$ cat config.mk
export PLATFORM = sky130hd
export DESIGN_NAME = int_ctrl_flat
export DESIGN_NICKNAME = d
export VERILOG_FILES = /design/src/rtl/int_ctrl_if.sv /design/src/rtl/int_ctrl.sv /design/src/flat_wrapper.sv
export SDC_FILE = /design/constraint.sdc
export NUM_CORES = 1
export LEC_CHECK = 0
export CAP_MARGIN = 20
export CORE_MARGIN = 5
export CORE_UTILIZATION = 40
export DETAILED_ROUTE_END_ITERATION = 10
export GPL_TIMING_DRIVEN = 0
export PLACE_DENSITY = 0.75
export REMOVE_ABC_BUFFERS = 1
export SLEW_MARGIN = 40
export SYNTH_ARGS = -nofsm -noshare
export SYNTH_HDL_FRONTEND = slang
export SYNTH_SLANG_ARGS = --single-unit
$ cat constraint.sdc
create_clock -name clk -period 2.7 [get_ports clk]
set_input_delay 0.675 -clock clk [delete_from_list [all_inputs] [get_ports clk]]
set_output_delay 0.675 -clock clk [all_outputs]
set_load 0.005 [all_outputs]
$ cat src/rtl/int_ctrl_if.sv
// Processor-side bus of the interrupt controller: request/acknowledge handshake
// plus the enable-register write port.
interface int_ctrl_if #(
  parameter int W       = 16,
  parameter int NUM_SRC = 4
);
  // Handshake: interrupt is the "valid" and int_ack the "ready". While interrupt=1,
  // int_vector is held stable until a cycle with int_ack=1. That transfer starts
  // service (busy=1), which ends on the first cycle with int_done=1. Outside those
  // windows, int_ack and int_done have no effect.
  logic               interrupt;
  logic [W-1:0]       int_vector;
  logic               busy;
  logic               int_ack;
  logic               int_done;
  logic               en_we;
  logic [NUM_SRC-1:0] en_wdata;

  modport master (
    output interrupt,
    output int_vector,
    output busy,
    input  int_ack,
    input  int_done,
    input  en_we,
    input  en_wdata
  );

  modport slave (
    input  interrupt,
    input  int_vector,
    input  busy,
    output int_ack,
    output int_done,
    output en_we,
    output en_wdata
  );
endinterface

$ cat src/rtl/int_ctrl.sv
// Edge-triggered, fixed-priority interrupt controller with a maskable pending
// register and a non-nesting IDLE/REQ/SERVICE request FSM.
module int_ctrl #(
  parameter int             W        = 16,
  parameter int             NUM_SRC  = 4,
  parameter logic [W-1:0]   VEC_BASE = '0
) (
  input  logic               clk,
  input  logic               rst,
  input  logic [NUM_SRC-1:0] irq_in,
  int_ctrl_if.master         bus,
  output logic [NUM_SRC-1:0] pending,
  output logic [1:0]         state_dbg,
  output logic [NUM_SRC-1:0] enable_dbg
);

  localparam int IW = (NUM_SRC > 1) ? $clog2(NUM_SRC) : 1;

  typedef enum logic [1:0] {
    ST_IDLE    = 2'd0,
    ST_REQ     = 2'd1,
    ST_SERVICE = 2'd2
  } state_t;

  state_t             state_q, state_nx;
  logic [NUM_SRC-1:0] s1_q, s2_q, s3_q;
  logic [NUM_SRC-1:0] irq_edge;
  logic [NUM_SRC-1:0] pending_q, enable_q;
  logic [NUM_SRC-1:0] eligible, pend_clr;
  logic [IW-1:0]      idx_q, idx_nx, sel_idx;
  logic               sel_found;
  logic               interrupt_q, interrupt_nx;
  logic               busy_q, busy_nx;
  logic [W-1:0]       vector_q, vector_nx;

  // Synchronizer plus history flop; s3 clears in reset so a line that is
  // already high at release is seen as a fresh edge.
  always_ff @(posedge clk or negedge rst) begin
    if (!rst) begin
      s1_q <= '0;
      s2_q <= '0;
      s3_q <= '0;
    end else begin
      s1_q <= irq_in;
      s2_q <= s1_q;
      s3_q <= s2_q;
    end
  end

  assign irq_edge = s2_q & ~s3_q;

  // Pending ignores the mask; a new edge beats a same-cycle clear.
  always_ff @(posedge clk or negedge rst) begin
    if (!rst) begin
      pending_q <= '0;
      enable_q  <= '1;
    end else begin
      pending_q <= (pending_q & ~pend_clr) | irq_edge;
      if (bus.en_we) enable_q <= bus.en_wdata;
    end
  end

  assign eligible = pending_q & enable_q;

  always_comb begin
    sel_found = 1'b0;
    sel_idx   = '0;
    for (int i = NUM_SRC - 1; i >= 0; i--) begin
      if (eligible[i]) begin
        sel_found = 1'b1;
        sel_idx   = IW'(i);
      end
    end
  end

  always_ff @(posedge clk or negedge rst) begin
    if (!rst) begin
      state_q     <= ST_IDLE;
      idx_q       <= '0;
      interrupt_q <= 1'b0;
      busy_q      <= 1'b0;
      vector_q    <= '0;
    end else begin
      state_q     <= state_nx;
      idx_q       <= idx_nx;
      interrupt_q <= interrupt_nx;
      busy_q      <= busy_nx;
      vector_q    <= vector_nx;
    end
  end

  always_comb begin
    state_nx     = state_q;
    idx_nx       = idx_q;
    interrupt_nx = interrupt_q;
    busy_nx      = busy_q;
    vector_nx    = vector_q;
    pend_clr     = '0;
    case (state_q)
      ST_IDLE: begin
        if (sel_found) begin
          state_nx     = ST_REQ;
          idx_nx       = sel_idx;
          vector_nx    = VEC_BASE + (W'(sel_idx) << 1);
          interrupt_nx = 1'b1;
        end
      end
      ST_REQ: begin
        // int_done is deliberately not looked at here, even alongside int_ack.
        if (bus.int_ack) begin
          state_nx     = ST_SERVICE;
          interrupt_nx = 1'b0;
          busy_nx      = 1'b1;
          for (int i = 0; i < NUM_SRC; i++) begin
            if (idx_q == IW'(i)) pend_clr[i] = 1'b1;
          end
        end
      end
      ST_SERVICE: begin
        if (bus.int_done) begin
          state_nx = ST_IDLE;
          busy_nx  = 1'b0;
        end
      end
      default: begin
        state_nx     = ST_IDLE;
        interrupt_nx = 1'b0;
        busy_nx      = 1'b0;
      end
    endcase
  end

  assign bus.interrupt  = interrupt_q;
  assign bus.int_vector = vector_q;
  assign bus.busy       = busy_q;
  assign pending        = pending_q;
  assign state_dbg      = state_q;
  assign enable_dbg     = enable_q;

endmodule

$ cat src/flat_wrapper.sv
// flat-port wrapper written by rule: the top's interface ports become plain ports
module int_ctrl_flat 
#(
  parameter int             W        = 16,
  parameter int             NUM_SRC  = 4,
  parameter logic [W-1:0]   VEC_BASE = '0
)
  (clk, rst, irq_in, pending, state_dbg, enable_dbg, bus_interrupt, bus_int_vector, bus_busy, bus_int_ack, bus_int_done, bus_en_we, bus_en_wdata);
  int_ctrl_if #(.W(W), .NUM_SRC(NUM_SRC)) bus_i ();
  input  logic clk;
  input  logic rst;
  input  logic [NUM_SRC-1:0] irq_in;
  output logic [NUM_SRC-1:0] pending;
  output logic [1:0] state_dbg;
  output logic [NUM_SRC-1:0] enable_dbg;
  output wire logic [$bits(bus_i.interrupt)-1:0] bus_interrupt;
  output wire logic [$bits(bus_i.int_vector)-1:0] bus_int_vector;
  output wire logic [$bits(bus_i.busy)-1:0] bus_busy;
  input wire logic [$bits(bus_i.int_ack)-1:0] bus_int_ack;
  input wire logic [$bits(bus_i.int_done)-1:0] bus_int_done;
  input wire logic [$bits(bus_i.en_we)-1:0] bus_en_we;
  input wire logic [$bits(bus_i.en_wdata)-1:0] bus_en_wdata;
  assign bus_interrupt = bus_i.interrupt;
  assign bus_int_vector = bus_i.int_vector;
  assign bus_busy = bus_i.busy;
  assign bus_i.int_ack = bus_int_ack;
  assign bus_i.int_done = bus_int_done;
  assign bus_i.en_we = bus_en_we;
  assign bus_i.en_wdata = bus_en_wdata;
  int_ctrl #(.W(W), .NUM_SRC(NUM_SRC), .VEC_BASE(VEC_BASE)) u_core (.clk(clk), .rst(rst), .irq_in(irq_in), .bus(bus_i), .pending(pending), .state_dbg(state_dbg), .enable_dbg(enable_dbg));
endmodule
==> results.md <==
- Traced cell by cell, the critical path runs through clkdlybuf4s50_1.
- The post-synthesis average cell area is around 12 sq um.
- Entering global routing, the biggest net connects 27 pins.
- Summing all multi-input logic gate instances after layout gives between 200 and 300 sq um.
- The final number of max-transition violations is 0.
- The setup path with the least slack is of type flop to output pin.
- In this run the tightest slew margin relative to its limit is 63.7%.
- The fraction of the mapped netlist area in compound gates is approximately 14%.
- The post-detailed-route count of antenna-violating nets is 0.
- The CTS H-tree depth is 1.
- In this run the clock root is driven by a sky130_fd_sc_hd__clkbuf_4.
- The synthesized netlist devotes 0% of its cell area to adder and majority cells.
- The run finished with clean final reports.
- The startpoint identified for the worst register-to-register timing path is u_core.pending[1].
- Yosys instantiated no cell more often than sky130_fd_sc_hd__dfrtp_1.
- The register bit total from synthesis is 26.
- In the final routed layout, each cell accounts on average for 13.0 um.
- The slack of the worst reg-to-reg path is 1.33 ns.
- The net total in the final layout is 126.
- The number of clock buffers added by TritonCTS is 3.
- The setup total negative slack is 0 ns.
- Based on the critical path, the design can be clocked at up to 0.480 GHz.
- The total of warnings raised by yosys is 0.
- The tightest min-delay check is of the primary input to asynchronous set/reset pin type.
- The synthesized netlist devotes 0% of its cell area to XOR and XNOR gates.
- The clock net in this run drives a total of 26 sinks.
- The area of the placeable core is 0.00248 sq mm.
- The number of antenna violations at the first check in global routing is 0.
- The internal power contribution is approximately 0.00076 W.
- In this run, post-CTS hold repair placed 0 buffers.
- In this run the cell area of the synthesized design comes to 0.00103 sq mm.
- The combined flip-flop and latch cell area is 656 sq um.
- The top cell family by delay on the critical path is flip-flops.
- The slack of the critical path is 0.618 ns.
- The remaining design rule violation count is 0.
- The vertical die dimension is 60.7 um.
- The clock tree from TritonCTS is done.
- Along the worst path, the maximum fanout reaches 5.
- Using the TritonRoute via totals, the vias-per-cell ratio works out to 4.74.
- The number of iterations in the first detailed-routing pass is 4.
- Across the VDD grid, the largest voltage drop is 0.527 mV.
- The area share of and/or/nand/nor cells after synthesis is under 10%.
- The maximum root-to-sink buffer count is 2.
- The via count of the first global-routing pass is 629.
- After synthesis, the netlist uses 20 different library cells.
- The critical path capture point is enable_dbg[2].
- In this run the core area contains 18 standard-cell rows.
- Once the clock tree was built, the setup fixing pass inserted 0 buffers.
- The number of hold-slack violations in the final timing report is 0.
- The filler cell count in the final layout is approximately 240.
- The effective utilization at floorplan is between 40% and 50%.
- The largest total area in the synthesized netlist belongs to sky130_fd_sc_hd__dfrtp_1.
- The gate count after technology mapping is 85.
- The repair_antennas step left the layout with diodes totalling 0.
- The number of top-level pins is 41.
- The dominant combinational cell family by area after synthesis is compound AO/OA/AOI/OAI gates.
- The routed design has approximately 1.8 mm of wire.
- The launch point of the critical path is u_core.enable_dbg[2].
- Prior to clock tree synthesis, the placed netlist has a worst setup slack of 0.842 ns.
- The share of cells above drive strength 1 is 8.04%.
- The clock period could shrink to 2.08 ns.
- Setup repair after global routing left no endpoint under its margin.
- Across every metal layer, demand over resource in global routing totals 10.6%.
- STA classifies the critical path startpoint as a flop.
- The cell depth of the worst flop-to-flop path is 3.
- In this run switching power makes up 31.3% of total power.
- During placement, the flow inserted port buffers numbering 26.
- After global routing the overflow that remains totals 0.
- The number of stages on the worst setup path is 1.
- At the pin with the least slew margin, the transition time is 0.545 ns.
- The die covers between 0.003 and 0.004 sq mm.
- The worst setup path is captured at an output pin.
- Clock latency on the worst-skew pair, taken at its later pin, is 0.31 ns.
- The commonest cells after synthesis are sky130_fd_sc_hd__dfrtp_1 (22), sky130_fd_sc_hd__buf_4 (14), sky130_fd_sc_hd__a21oi_1 (6), sky130_fd_sc_hd__inv_1 (6), sky130_fd_sc_hd__nand2_1 (6).
- The maximum cell stage delay along the critical path is 0.60 ns.
- In the post-synthesis netlist, the biggest area contributors are sky130_fd_sc_hd__dfrtp_1 (54%), sky130_fd_sc_hd__buf_4 (10%), sky130_fd_sc_hd__dfstp_2 (10%), sky130_fd_sc_hd__mux2_1 (3.3%), sky130_fd_sc_hd__a21oi_1 (2.9%).
- The die width is between 60 and 70 um.
- The share of the synthesized area in the top cell type is 53.5%.
- The number of maximum-capacitance constraint violations is 0.
- After the first detailed-routing iteration, the DRC count stood at 22.
- The via count of the routed design is 673.
- The slowest stage of the critical path is the sky130_fd_sc_hd__dfstp_2 cell.
- The first-pass GRT wire length is 2.93 mm.
- Gates resized during post-CTS repair numbered 0.
- The worst register-to-register path ends at u_core.bus.interrupt.
- In this run the power spent charging and discharging nets is 0.000348 W.
- The reported leakage power is roughly 0.56 nW.
- STA puts the critical path data required time at 2.03 ns.
- The clock group share of total power is 14.9%.
- The post-detailed-placement half-perimeter wirelength is 1.38 mm.
- The synthesized design contains 0 enable-type register cells.
- The multiplexer share of the synthesized area is under 10%.
- Between clock sinks in the finished design, the worst skew comes to 0.00847 ns.
- For this run, the share of the core covered by cells in the final layout is between 50% and 60%.
- The area growth from synthesis to layout is 24.8%.
- The fraction of registers with async set or reset after synthesis is 100%.
- For this run, the leading register cell type out of synthesis is sky130_fd_sc_hd__dfrtp_1.
- Sequential cells account for 53.2% of the total power.
- Clock-pin slew was measured on the worst setup and hold paths at between 0.1 and 0.15 ns.
- Routability-driven placement finished with a final weighted congestion of 0.765.
- STA puts the critical path data arrival time at roughly 1.4 ns.
- Setup violations remaining at the end of the flow were counted as 0.
- Summing the sequential cell areas from Yosys gives 63.7% of the chip area.
- The count of buffering cells on the critical path with inverters included is 1.
- The final critical path takes up 77.1% of the cycle.
- In this run the power density over the cells is 866 mW/mm^2.
- The part of the power in combinational logic is 31.9%.
[worst min path at each step]
stage,start,to,slack (ns),cells after the start
after floorplan,u_core.s1_q[0],u_core.s2_q[0],0.33,0
after global placement,u_core.s1_q[0],u_core.s2_q[0],0.33,0
after detailed placement,u_core.s1_q[0],u_core.s2_q[0],0.34,0
after CTS,rst,u_core.s1_q[3],0.35,1
after global routing,rst,u_core.s1_q[3],0.37,1
final,rst,u_core.s3_q[1],0.33,1
[metal layers]
| layer | GRT usage (%) | vias to the layer above | wire [um] |
|---|---|---|---|
| li1 | - | 317 | - |
| met1 | 13.5 | 321 | 751 |
| met2 | 18.0 | 31 | 872 |
| met3 | 1.91 | 4 | 176 |
| met4 | 3.72 | 0 | 38 |
| met5 | 0 | - | 0 |
[state kept, by name (all words and copies together), names as in the netlist]
signal and cells:
u_core.pending 4, u_core.bus.interrupt 1, u_core.s2_q 4, u_core.s3_q 4, u_core.enable_dbg 4, u_core.bus.busy 1
u_core.state_dbg 2, u_core.s1_q 4, u_core.idx_q 2
[worst reg2reg max path, stage by stage, from the launching register on]
cell and delay (ns):
sky130_fd_sc_hd__dfrtp_1 0.44, sky130_fd_sc_hd__a22o_1 0.25, sky130_fd_sc_hd__a221o_1 0.29, sky130_fd_sc_hd__a221o_1 0.29
[metrics by stage]
step	cells	total power, W	cell area [sq um]	hold WS, ns
floorplan	82	0.000729	965	0.331
finish	142	0.00111	1280	0.329
global route	142	0.00118	1280	0.369
detailed placement	138	0.000959	1260	0.336
global placement	138	0.000948	1260	0.331
CTS	142	0.00112	1280	0.350
[kinds of logic (layout without fill, tap and decap cells)]
group / Yosys count / after routing
and+or+nand+nor: 10 / 10
AOI/OAI and AO/OA: 22 / 22
muxes: 4 / 4
DFF: 26 / 26
buffers and inverters: 22 / 36
other: 1 / 14
[cell usage in the layout (no fill, tap or decap), drive strengths merged]
master and instances:
a21oi 6, a221o 2, a22o 2, a32o 1, buf 1, clkbuf 4, clkdlybuf4s50 25, conb 14
dfrtp 22, dfstp 4, inv 6, mux2 4, nand2 6, nand4b 1, nor2 2, nor3b 1
o21a 1, o21ai 8, o41ai 2
[layout make-up]
type / count / share of cell area (%)
sequential: 26 / 51.1
inverter: 6 / 1.75
multi-input combinational: 50 / 22.3
timing repair buffer: 26 / 19.9
tap: 30 / 2.92
clock buffer: 4 / 2.05
[power by group through the flow]
| stage | combinational (W) | sequential, W | clock [W] |
|---|---|---|---|
| after floorplan | 0.000149 | 0.000580 | 0 |
| after global placement | 0.000354 | 0.000594 | 0 |
| after detailed placement | 0.000359 | 0.000600 | 0 |
| after CTS | 0.000361 | 0.000592 | 0.000170 |
| after global routing | 0.000387 | 0.000610 | 0.000185 |
| final | 0.000355 | 0.000591 | 0.000165 |
Power figures use the tool's default switching activity.
